$ cat src/rtl/mult_arb_pkg.sv
// Shared constants and tracking-pipe record for the multiplier arbiter.
package mult_arb_pkg;

    localparam int MULT_OP_W    = 16;
    localparam int MULT_RES_W   = 32;
    localparam int MULT_LAT_DEF = 3;

    // Tracking fields are sized for the widest legal configuration (TAG_W<=16, NUM_REQ<=8).
    localparam int TRK_TAG_W = 16;
    localparam int TRK_SRC_W = 3;

    typedef struct packed {
        logic                 valid;
        logic [TRK_TAG_W-1:0] tag;
        logic [TRK_SRC_W-1:0] src;
    } mult_trk_t;

    function automatic int next_idx(input int idx, input int n);
        return (idx + 1 >= n) ? 0 : idx + 1;
    endfunction

endpackage

$ cat src/rtl/mult_arb_fifo.sv
// Result FIFO holding {product, tag, source}; head is read combinationally.
module mult_arb_fifo
    import mult_arb_pkg::*;
#(
    parameter int DEPTH = 4,
    parameter int TAG_W = 4,
    parameter int SRC_W = 2
)
(
    input  logic                       Clk,
    input  logic                       Rst,
    input  logic                       push,
    input  logic [MULT_RES_W-1:0]      push_data,
    input  logic [TAG_W-1:0]           push_tag,
    input  logic [SRC_W-1:0]           push_src,
    input  logic                       pop,
    output logic                       empty,
    output logic [$clog2(DEPTH+1)-1:0] count,
    output logic [MULT_RES_W-1:0]      head_data,
    output logic [TAG_W-1:0]           head_tag,
    output logic [SRC_W-1:0]           head_src
);

    localparam int CNT_W = $clog2(DEPTH + 1);
    localparam int PTR_W = (DEPTH > 1) ? $clog2(DEPTH) : 1;

    logic [MULT_RES_W-1:0] mem_data [DEPTH];
    logic [TAG_W-1:0]      mem_tag  [DEPTH];
    logic [SRC_W-1:0]      mem_src  [DEPTH];
    logic [PTR_W-1:0]      wr_ptr;
    logic [PTR_W-1:0]      rd_ptr;
    logic                  full;
    logic                  pop_eff;

    function automatic logic [PTR_W-1:0] adv(input logic [PTR_W-1:0] p);
        return (p == PTR_W'(DEPTH - 1)) ? '0 : p + PTR_W'(1);
    endfunction

    assign empty     = (count == '0);
    assign full      = (count == CNT_W'(DEPTH));
    assign pop_eff   = pop && !empty;
    assign head_data = mem_data[rd_ptr];
    assign head_tag  = mem_tag[rd_ptr];
    assign head_src  = mem_src[rd_ptr];

    always_ff @(posedge Clk or posedge Rst) begin
        if (Rst) begin
            wr_ptr <= '0;
            rd_ptr <= '0;
            count  <= '0;
            for (int i = 0; i < DEPTH; i++) begin
                mem_data[i] <= '0;
                mem_tag[i]  <= '0;
                mem_src[i]  <= '0;
            end
        end else begin
            if (push) begin
                mem_data[wr_ptr] <= push_data;
                mem_tag[wr_ptr]  <= push_tag;
                mem_src[wr_ptr]  <= push_src;
                wr_ptr           <= adv(wr_ptr);
            end
            if (pop_eff)
                rd_ptr <= adv(rd_ptr);
            if (push && !pop_eff)
                count <= count + CNT_W'(1);
            else if (!push && pop_eff)
                count <= count - CNT_W'(1);
        end
    end

    // Upstream credit accounting must make this unreachable.
    a_no_overflow: assert property (@(posedge Clk) disable iff (Rst) !(push && full && !pop));

endmodule

$ cat src/rtl/mult_arbiter.sv
// Round-robin sharing of one fixed-latency pipelined multiplier with credit-protected result FIFO.
// Optional MULT_ARB_STATS_EN adds saturating issue/stall counters.
module mult_arbiter
    import mult_arb_pkg::*;
#(
    parameter int NUM_REQ    = 4,
    parameter int TAG_W      = 4,
    parameter int MULT_LAT   = MULT_LAT_DEF,
    parameter int FIFO_DEPTH = 4
)
(
    input  logic                           Clk,
    input  logic                           Rst,
    input  logic [NUM_REQ-1:0]             Req_Valid,
    output logic [NUM_REQ-1:0]             Req_Ready,
    input  logic [NUM_REQ*MULT_OP_W-1:0]   Req_OpA,
    input  logic [NUM_REQ*MULT_OP_W-1:0]   Req_OpB,
    input  logic [NUM_REQ*TAG_W-1:0]       Req_Tag,
    output logic [MULT_OP_W-1:0]           Mult_OpA,
    output logic [MULT_OP_W-1:0]           Mult_OpB,
    input  logic [MULT_RES_W-1:0]          Mult_Result,
    output logic                           Res_Valid,
    input  logic                           Res_Ready,
    output logic [MULT_RES_W-1:0]          Res_Data,
    output logic [TAG_W-1:0]               Res_Tag,
    output logic [$clog2(NUM_REQ)-1:0]     Res_Src,
    output logic                           Busy
`ifdef MULT_ARB_STATS_EN
    ,
    output logic [31:0]                    Stat_Issue,
    output logic [31:0]                    Stat_Stall
`endif
);

    localparam int SRC_W = $clog2(NUM_REQ);
    localparam int CNT_W = $clog2(FIFO_DEPTH + 1);
    localparam int INF_W = $clog2(MULT_LAT + 1);

    mult_trk_t          trk [MULT_LAT];
    mult_trk_t          trk_in;
    mult_trk_t          trk_last;
    logic [SRC_W-1:0]   rr_ptr;
    logic [SRC_W-1:0]   gnt_idx;
    logic               gnt_found;
    logic               grant;
    logic               has_credit;
    logic [TAG_W-1:0]   gnt_tag;
    logic [INF_W-1:0]   inflight;
    logic [CNT_W-1:0]   fifo_count;
    logic               fifo_empty;
    int                 occ;
    int                 cand;
    logic               unused_trk;

    always_comb begin
        inflight = '0;
        for (int i = 0; i < MULT_LAT; i++)
            inflight = inflight + INF_W'(trk[i].valid);
    end

    // A pop this cycle is deliberately not counted: credit only frees after it has happened.
    always_comb begin
        occ        = int'(fifo_count) + int'(inflight);
        has_credit = (occ < FIFO_DEPTH);
    end

    always_comb begin
        gnt_found = 1'b0;
        gnt_idx   = '0;
        cand      = 0;
        for (int k = 0; k < NUM_REQ; k++) begin
            cand = int'(rr_ptr) + k;
            if (cand >= NUM_REQ)
                cand = cand - NUM_REQ;
            for (int j = 0; j < NUM_REQ; j++) begin
                if (!gnt_found && cand == j && Req_Valid[j]) begin
                    gnt_found = 1'b1;
                    gnt_idx   = SRC_W'(j);
                end
            end
        end
    end

    assign grant = gnt_found && has_credit && !Rst;

    always_comb begin
        Req_Ready = '0;
        Mult_OpA  = '0;
        Mult_OpB  = '0;
        gnt_tag   = '0;
        for (int i = 0; i < NUM_REQ; i++) begin
            if (grant && gnt_idx == SRC_W'(i)) begin
                Req_Ready[i] = 1'b1;
                Mult_OpA     = Req_OpA[i*MULT_OP_W +: MULT_OP_W];
                Mult_OpB     = Req_OpB[i*MULT_OP_W +: MULT_OP_W];
                gnt_tag      = Req_Tag[i*TAG_W +: TAG_W];
            end
        end
    end

    always_comb begin
        trk_in       = '0;
        trk_in.valid = grant;
        trk_in.tag   = TRK_TAG_W'(gnt_tag);
        trk_in.src   = TRK_SRC_W'(gnt_idx);
    end

    // Tracking record walks alongside the multiplier so each product meets its tag.
    always_ff @(posedge Clk or posedge Rst) begin
        if (Rst) begin
            rr_ptr <= '0;
            for (int i = 0; i < MULT_LAT; i++)
                trk[i] <= '0;
        end else begin
            trk[0] <= trk_in;
            for (int i = 1; i < MULT_LAT; i++)
                trk[i] <= trk[i-1];
            if (grant)
                rr_ptr <= SRC_W'(next_idx(int'(gnt_idx), NUM_REQ));
        end
    end

    assign trk_last   = trk[MULT_LAT-1];
    assign unused_trk = ^trk_last;

    mult_arb_fifo #(
        .DEPTH (FIFO_DEPTH),
        .TAG_W (TAG_W),
        .SRC_W (SRC_W)
    ) u_fifo (
        .Clk       (Clk),
        .Rst       (Rst),
        .push      (trk_last.valid),
        .push_data (Mult_Result),
        .push_tag  (trk_last.tag[TAG_W-1:0]),
        .push_src  (trk_last.src[SRC_W-1:0]),
        .pop       (Res_Valid && Res_Ready),
        .empty     (fifo_empty),
        .count     (fifo_count),
        .head_data (Res_Data),
        .head_tag  (Res_Tag),
        .head_src  (Res_Src)
    );

    assign Res_Valid = !fifo_empty;
    assign Busy      = (inflight != '0) || !fifo_empty;

`ifdef MULT_ARB_STATS_EN
    always_ff @(posedge Clk or posedge Rst) begin
        if (Rst) begin
            Stat_Issue <= '0;
            Stat_Stall <= '0;
        end else begin
            if (grant && Stat_Issue != '1)
                Stat_Issue <= Stat_Issue + 32'd1;
            if (|Req_Valid && !has_credit && Stat_Stall != '1)
                Stat_Stall <= Stat_Stall + 32'd1;
        end
    end
`endif

endmodule

$ cat config.mk
export PLATFORM = sky130hd
export DESIGN_NAME = mult_arbiter
export DESIGN_NICKNAME = d
export VERILOG_FILES = /design/src/rtl/mult_arb_pkg.sv /design/src/rtl/mult_arb_fifo.sv /design/src/rtl/mult_arbiter.sv
export SDC_FILE = /design/constraint.sdc
export NUM_CORES = 1
export LEC_CHECK = 0
export CAP_MARGIN = 20
export CORE_UTILIZATION = 53
export CTS_CLUSTER_SIZE = 8
export DETAILED_ROUTE_END_ITERATION = 7
export GPL_ROUTABILITY_DRIVEN = 0
export PLACE_DENSITY_LB_ADDON = 0.3
export SYNTH_ARGS = -nofsm -noshare
export SYNTH_HDL_FRONTEND = slang
export SYNTH_HIERARCHICAL = 1
export SYNTH_SLANG_ARGS = --single-unit
$ cat constraint.sdc
create_clock -name Clk -period 9.7 [get_ports Clk]
set_clock_uncertainty 0.1 [all_clocks]
set_input_delay 1.94 -clock Clk [delete_from_list [all_inputs] [get_ports Clk]]
set_output_delay 1.94 -clock Clk [all_outputs]
set_load 0.01 [all_outputs]
-- Yosys cells after proc, flatten, opt, wreduce, memory -nomap -nowiden
Index checks and enable logic that the tools add are counted.
Widths: inputs -> output; s select.
- $add $sub $neg: 15
- magnitude comparators: 9
- equality and inequality tests: 17
- multiplexer cells: 74
- bitwise gates (word level): 2
- reductions and logical operators: 70
- operators by type and width (operator ; count):
    $eq 32x3->1 const B ; 8
    $mux 32 ; 7
    $bwmux 128 ; 1
    $eq 32x2->1 const B ; 4
    $logic_not 32->1 ; 4
    $mux 16 ; 8
    $bmux 32 s2 ; 1
    $demux 32 s2 ; 1
    $logic_and 1x1->1 ; 42
    $mux 2 ; 20
    $mux 4 ; 7
    $mux 1 ; 21
    $logic_not 1->1 ; 19
    $ge 3x3->1 const B ; 6
    $bwmux 16 ; 1
    $sub 3x3->4 const B ; 3
    $bmux 4 s2 ; 1
    $bwmux 8 ; 1
    $demux 4 s2 ; 1
    $eq 2x2->1 const B ; 4
    $add 2x1->3 const B ; 2
    $add 2x2->3 const B ; 2
    $mux 3 ; 2
    $not 2->3 ; 2
    17 further kinds ; 19
- register bits: 182

-- Logic depth before layout (Yosys ltp)
- depth after elaboration: 72
- gate-level depth with buffers: 9

-- Hierarchy
The synthesis kept the hierarchy.
- by module, submodules not included (module ; times used ; cells an instance ; area each (µm²) ; seq. area each (µm²)):
    mult_arb_fifo ; 1 ; 404 ; 7288.2 ; 3978.8
    mult_arbiter ; 1 ; 269 ; 2203.4 ; 575.6

-- Worst setup path before layout
Ideal clock, no wire load.
- path type: input-to-output
- start: input port Req_Valid[3]
- end: output port Mult_OpA[1]
- arrival: 3629 ps
- path slack: 4031 ps
- cell stages on the path: 9
- buffers on the path: 2
- cell sequence: nand2b_1 a211o_1 o21a_1 ha_1 clkbuf_1 inv_2 clkbuf_1 o221ai_1 a21oi_1
- elaborated cells on any way between the ends: 77
- classes of those cells: 3 x eq/ne; 30 x mux; 44 x reduce/logical
- RTL lines (what ; line ; source):
    from (decl) ; mult_arbiter.sv:14 ; input logic [NUM_REQ-1:0] Req_Valid,
    $logic_and 1x1->1 ; mult_arbiter.sv:76 ; if (!gnt_found && cand == j && Req_Valid[j]) begin
    $mux 1 ; mult_arbiter.sv:76 ;
    $logic_not 1->1 ; mult_arbiter.sv:76 ;
    $logic_and 1x1->1 (2 in a row) ; mult_arbiter.sv:76 ;
    $mux 1 ; mult_arbiter.sv:76 ;
    $logic_not 1->1 ; mult_arbiter.sv:76 ;
    $logic_and 1x1->1 (2 in a row) ; mult_arbiter.sv:76 ;
    $mux 1 ; mult_arbiter.sv:76 ;
    [... 36 more ...] ; -- ;
    $logic_not 1->1 ; mult_arbiter.sv:76 ;
    $logic_and 1x1->1 (2 in a row) ; mult_arbiter.sv:76 ;
    $mux 2 * ; mult_arbiter.sv:76 ;
    via gnt_idx[1] ; mult_arbiter.sv:43 ; logic [SRC_W-1:0] gnt_idx;
    $logic_not 2->1 ; mult_arbiter.sv:92 ; if (grant && gnt_idx == SRC_W'(i)) begin
    $logic_and 1x1->1 ; mult_arbiter.sv:92 ;
    $mux 16 (3 in a row) ; mult_arbiter.sv:92 ;
    $mux 16 * ; mult_arbiter.sv:92 ;
    to (decl) ; mult_arbiter.sv:19 ; output logic [MULT_OP_W-1:0] Mult_OpA,
Mark *: on every way through the listed nets, which the timed path passes. The rest lies on a longest branch.

-- Worst setup path in the final report
- start: input port Req_Valid[3]
- end: output port Mult_OpB[12]
- elaborated cells on any way between the ends: 77
- classes of those cells: 3 x eq/ne; 30 x mux; 44 x reduce/logical
- RTL lines (what ; line ; source):
    $logic_and 1x1->1 ; mult_arbiter.sv:76 ;
    $mux 1 ; mult_arbiter.sv:76 ;
    $logic_not 1->1 ; mult_arbiter.sv:76 ;
    $logic_and 1x1->1 (2 in a row) ; mult_arbiter.sv:76 ;
    $mux 1 ; mult_arbiter.sv:76 ;
    $logic_not 1->1 ; mult_arbiter.sv:76 ;
    $logic_and 1x1->1 (2 in a row) ; mult_arbiter.sv:76 ;
    $mux 1 ; mult_arbiter.sv:76 ;
    [... 36 more ...] ; -- ;
    $logic_not 1->1 ; mult_arbiter.sv:76 ;
    $logic_and 1x1->1 (2 in a row) ; mult_arbiter.sv:76 ;
    $mux 2 * ; mult_arbiter.sv:76 ;
    via gnt_idx[1] ; mult_arbiter.sv:43 ;
    $logic_not 2->1 ; mult_arbiter.sv:92 ;
    $logic_and 1x1->1 ; mult_arbiter.sv:92 ;
    $mux 16 (3 in a row) ; mult_arbiter.sv:92 ;
    $mux 16 * ; mult_arbiter.sv:92 ;
    to (decl) ; mult_arbiter.sv:20 ; output logic [MULT_OP_W-1:0] Mult_OpB,
Marks and branches as above.

==> key figures <==
Critical path
  • Worst-path fanout max: 37
  • Setup crit end kind: primary output
  • Data required time of the worst path: roughly 7.7 ns
  • Critical path arrival: 5.17 ns
  • CP Launch Type: input port
  • Worst setup path category: in2out

Floorplan
  • Die area: around 18000 um^2
  • Die H: between 100 and 150 um
  • Starting Density: a little over half
  • # rows: 48
  • Core footprint: between 15000 and 20000 um^2
  • Die X: 136 um
  • IO Count: roughly 260

Synthesis
  • Ys flop type: dfrtp_1
  • Syn_nets: 869
  • YS warnings: 6
  • Post-synthesis cell count: just under 700
  • Syn Area/Cell: approximately 14 um^2
  • Largest cells by area after synthesis: dfrtp_1 48%, mux2_4 13%, mux4_2 9.0%, mux2_2 8.8%, and3b_1 3.3%
  • Post-synth top area share: between 40% and 50%
  • Post-synth EDFFs: 0
  • Netlist cell types: 40
  • Post-synthesis sequential area ratio: between 40% and 50%
  • Async SR Flop Fraction: 100%
  • Yosys top cell by area: dfrtp_1
  • Cell Area, Synth: 9490 um^2
  • Register bit count reported by yosys: 182

Pwr
  • Max VDD drop: ~0.22 mV
  • Cell leakage power: between 5 and 6 nW
  • PwrDens: ~320 nW/um^2

Timing
  • Final setup TNS: 0 ns
  • Tightest Pin Transition: 1.06 ns
  • Minimum clock period: just over 7 ns
  • Period utilization: between 70% and 80%
  • Worst hold slack: about 0.25 ns
  • Final setup fails: 0
  • RSZ-0062 raised after global routing: false
  • Max Clk Rate: 139 MHz
  • Max-slew headroom: between 20% and 30%
  • Final Hold Vio Count: 0
  • Fin. max-slew vios: 0

Finish
  • Finished Layout Cells: roughly 1100
  • Final net count: 1103
  • Layout area overhead: 33.9%
  • Layout cells sized above 1: 26.3%
  • Fin util: roughly 73%

Clock network
  • CTS tree: yes
  • Root Driver: clkbuf_16
  • # Post-CTS Setup Buffers: 0
  • Clk sink count: 182
  • Total CTS buffers: 17
  • # hold bufs at CTS: 0
  • CTS clk-pin slew, worst paths: about 0.060 ns
  • # resized after CTS: 0
  • Skew-Pair Late Insertion Delay: between 0.4 and 0.5 ns
  • Clock Tree Buf Depth: 2
  • H-tree levels: 4

Global route
  • Total grt overflow: 0
  • Initial antenna violation count: 3
  • Largest net degree at the start of global routing: 88
  • Total GRT Usage: 27.7%
  • Global-route wire length before repair: between 30 and 40 mm
  • Vias in the first global route: ~7300

Detailed routing
  • 1st-iter DRT viols: ~320
  • WL final: ~25 mm
  • DRC Markers: 0
  • Routed vias: between 6000 and 7000
  • Wire per inst: about 22 um
  • Vias per Instance: approximately 5.9
  • Detail Route Antenna Nets: 0
  • Detailed Routing Iterations Pass 1: 5

Min path
  • HP Class: reg2reg

Outcome
  • Status: finished, final reports clean

Placed design
  • DP Wirelength: approximately 17 mm
  • Dpl cells: approximately 1100
  • Port Buffers: around 260

Job
  • Max-cap violation count: 0
[state kept, by name (all words and copies together) (netlist names)]
name and cells:
u_fifo/count 3, trk 21, u_fifo/mem_data 128, u_fifo/mem_src 8, rr_ptr 2, u_fifo/wr_ptr 2, u_fifo/mem_tag 16, u_fifo/rd_ptr 2
[report_power, final]
| group | internal, W | switching, W | leakage [nW] |
|---|---|---|---|
| registers | 0.00112 | 0.000273 | 2.19 |
| clock network | 0.000387 | 0.000266 | 0.270 |
| logic | 0.00123 | 0.000763 | 3.31 |
| total | 0.00274 | 0.00130 | 5.77 |
[area by class of cell]
cell class	count	area [um^2]
fillers	1115	4710
diodes	3	7.51
clock buffers	24	472
well taps	225	282
flip-flops and latches	182	4560
clock inverters	5	75.1
multi-input cells	427	4560
repair buffers	269	2710
inverters	10	42.5
[logic make-up after synthesis]
family / share of synthesized area, %
xor gates and xnor gates: 0.277
buffers and inverters: 3.95
DFF: 48.0
adders and majority gates: 1.87
and+or+nand+nor: 6.41
muxes: 30.7
AOI/OAI and AO/OA: 8.79
[cell usage after synthesis (all sizes together) (2+ instances only)]
cell type / count
mux2: 155
fa: 2
nand2: 42
nor2: 4
xor2: 2
a21o: 38
and3b: 36
nand3: 4
o21ai: 3
and2: 2
nand2b: 2
inv: 10
mux4: 38
o221ai: 36
dfrtp: 182
a21oi: 36
ha: 11
buf: 32
clkbuf: 22
nor3: 3
[worst paths after layout]
| kind | startpoint | depth (start not counted) | slack, ns | to |
|---|---|---|---|---|
| worst max-delay path | Req_Valid[3] | 10 | 2.49 | Mult_OpB[12] |
| worst max register to register | trk[19]$_DFF_PP0_ | 6 | 6.55 | rr_ptr[1]$_DFFE_PP0P_ |
| min in group asynchronous | Rst | 2 | 1.97 | u_fifo/mem_data[60]$_DFFE_PP0P_ |
| max in group asynchronous | Rst | 4 | 6.42 | u_fifo/mem_data[109]$_DFFE_PP0P_ |
| worst min-delay path | trk[44]$_DFF_PP0_ | 0 | 0.25 | trk[24]$_DFF_PP0_ |
| worst min register to register | trk[44]$_DFF_PP0_ | 0 | 0.25 | trk[24]$_DFF_PP0_ |
[layout by cell type (no fill, tap or decap), drive strengths merged, types with 4 or more instances in the layout]
| cell | instances |
|---|---|
| buf | 11 |
| a21oi | 36 |
| ha | 11 |
| o221ai | 36 |
| mux2 | 155 |
| clkbuf | 24 |
| nor2 | 4 |
| dfrtp | 182 |
| a21o | 38 |
| mux4 | 38 |
| and3b | 36 |
| nand3 | 4 |
| nand2 | 42 |
| clkdlybuf4s50 | 258 |
| inv | 10 |
[critical path, cell delays in order]
cell             delay (ns)
clkdlybuf4s50_1        0.49
nand2b_1               0.20
a211o_1                0.32
o21a_1                 0.15
ha_1                   0.19
buf_4                  0.25
inv_2                  0.53
o221ai_1               0.24
a21oi_1                0.21
clkdlybuf4s50_1        0.62
[layer usage]
layer	vias to the layer above	global-route usage, %	share of wire [%]
met5	-	0	0
met2	274	48.5	52
li1	2980	-	-
met4	0	14.4	4.4
met1	3481	32.2	39
met3	62	5.37	5.0
[stage by stage]
step	setup slack, ns	instance area, um^2	power (W)
final	2.49	12700	0.00404
after global routing	2.32	12700	0.00426
after CTS	2.31	12600	0.00405
after detailed placement	2.36	12100	0.00337
after global placement	2.56	12100	0.00326
after floorplan	3.37	9490	0.00265
(Power assumes the default switching activity.)
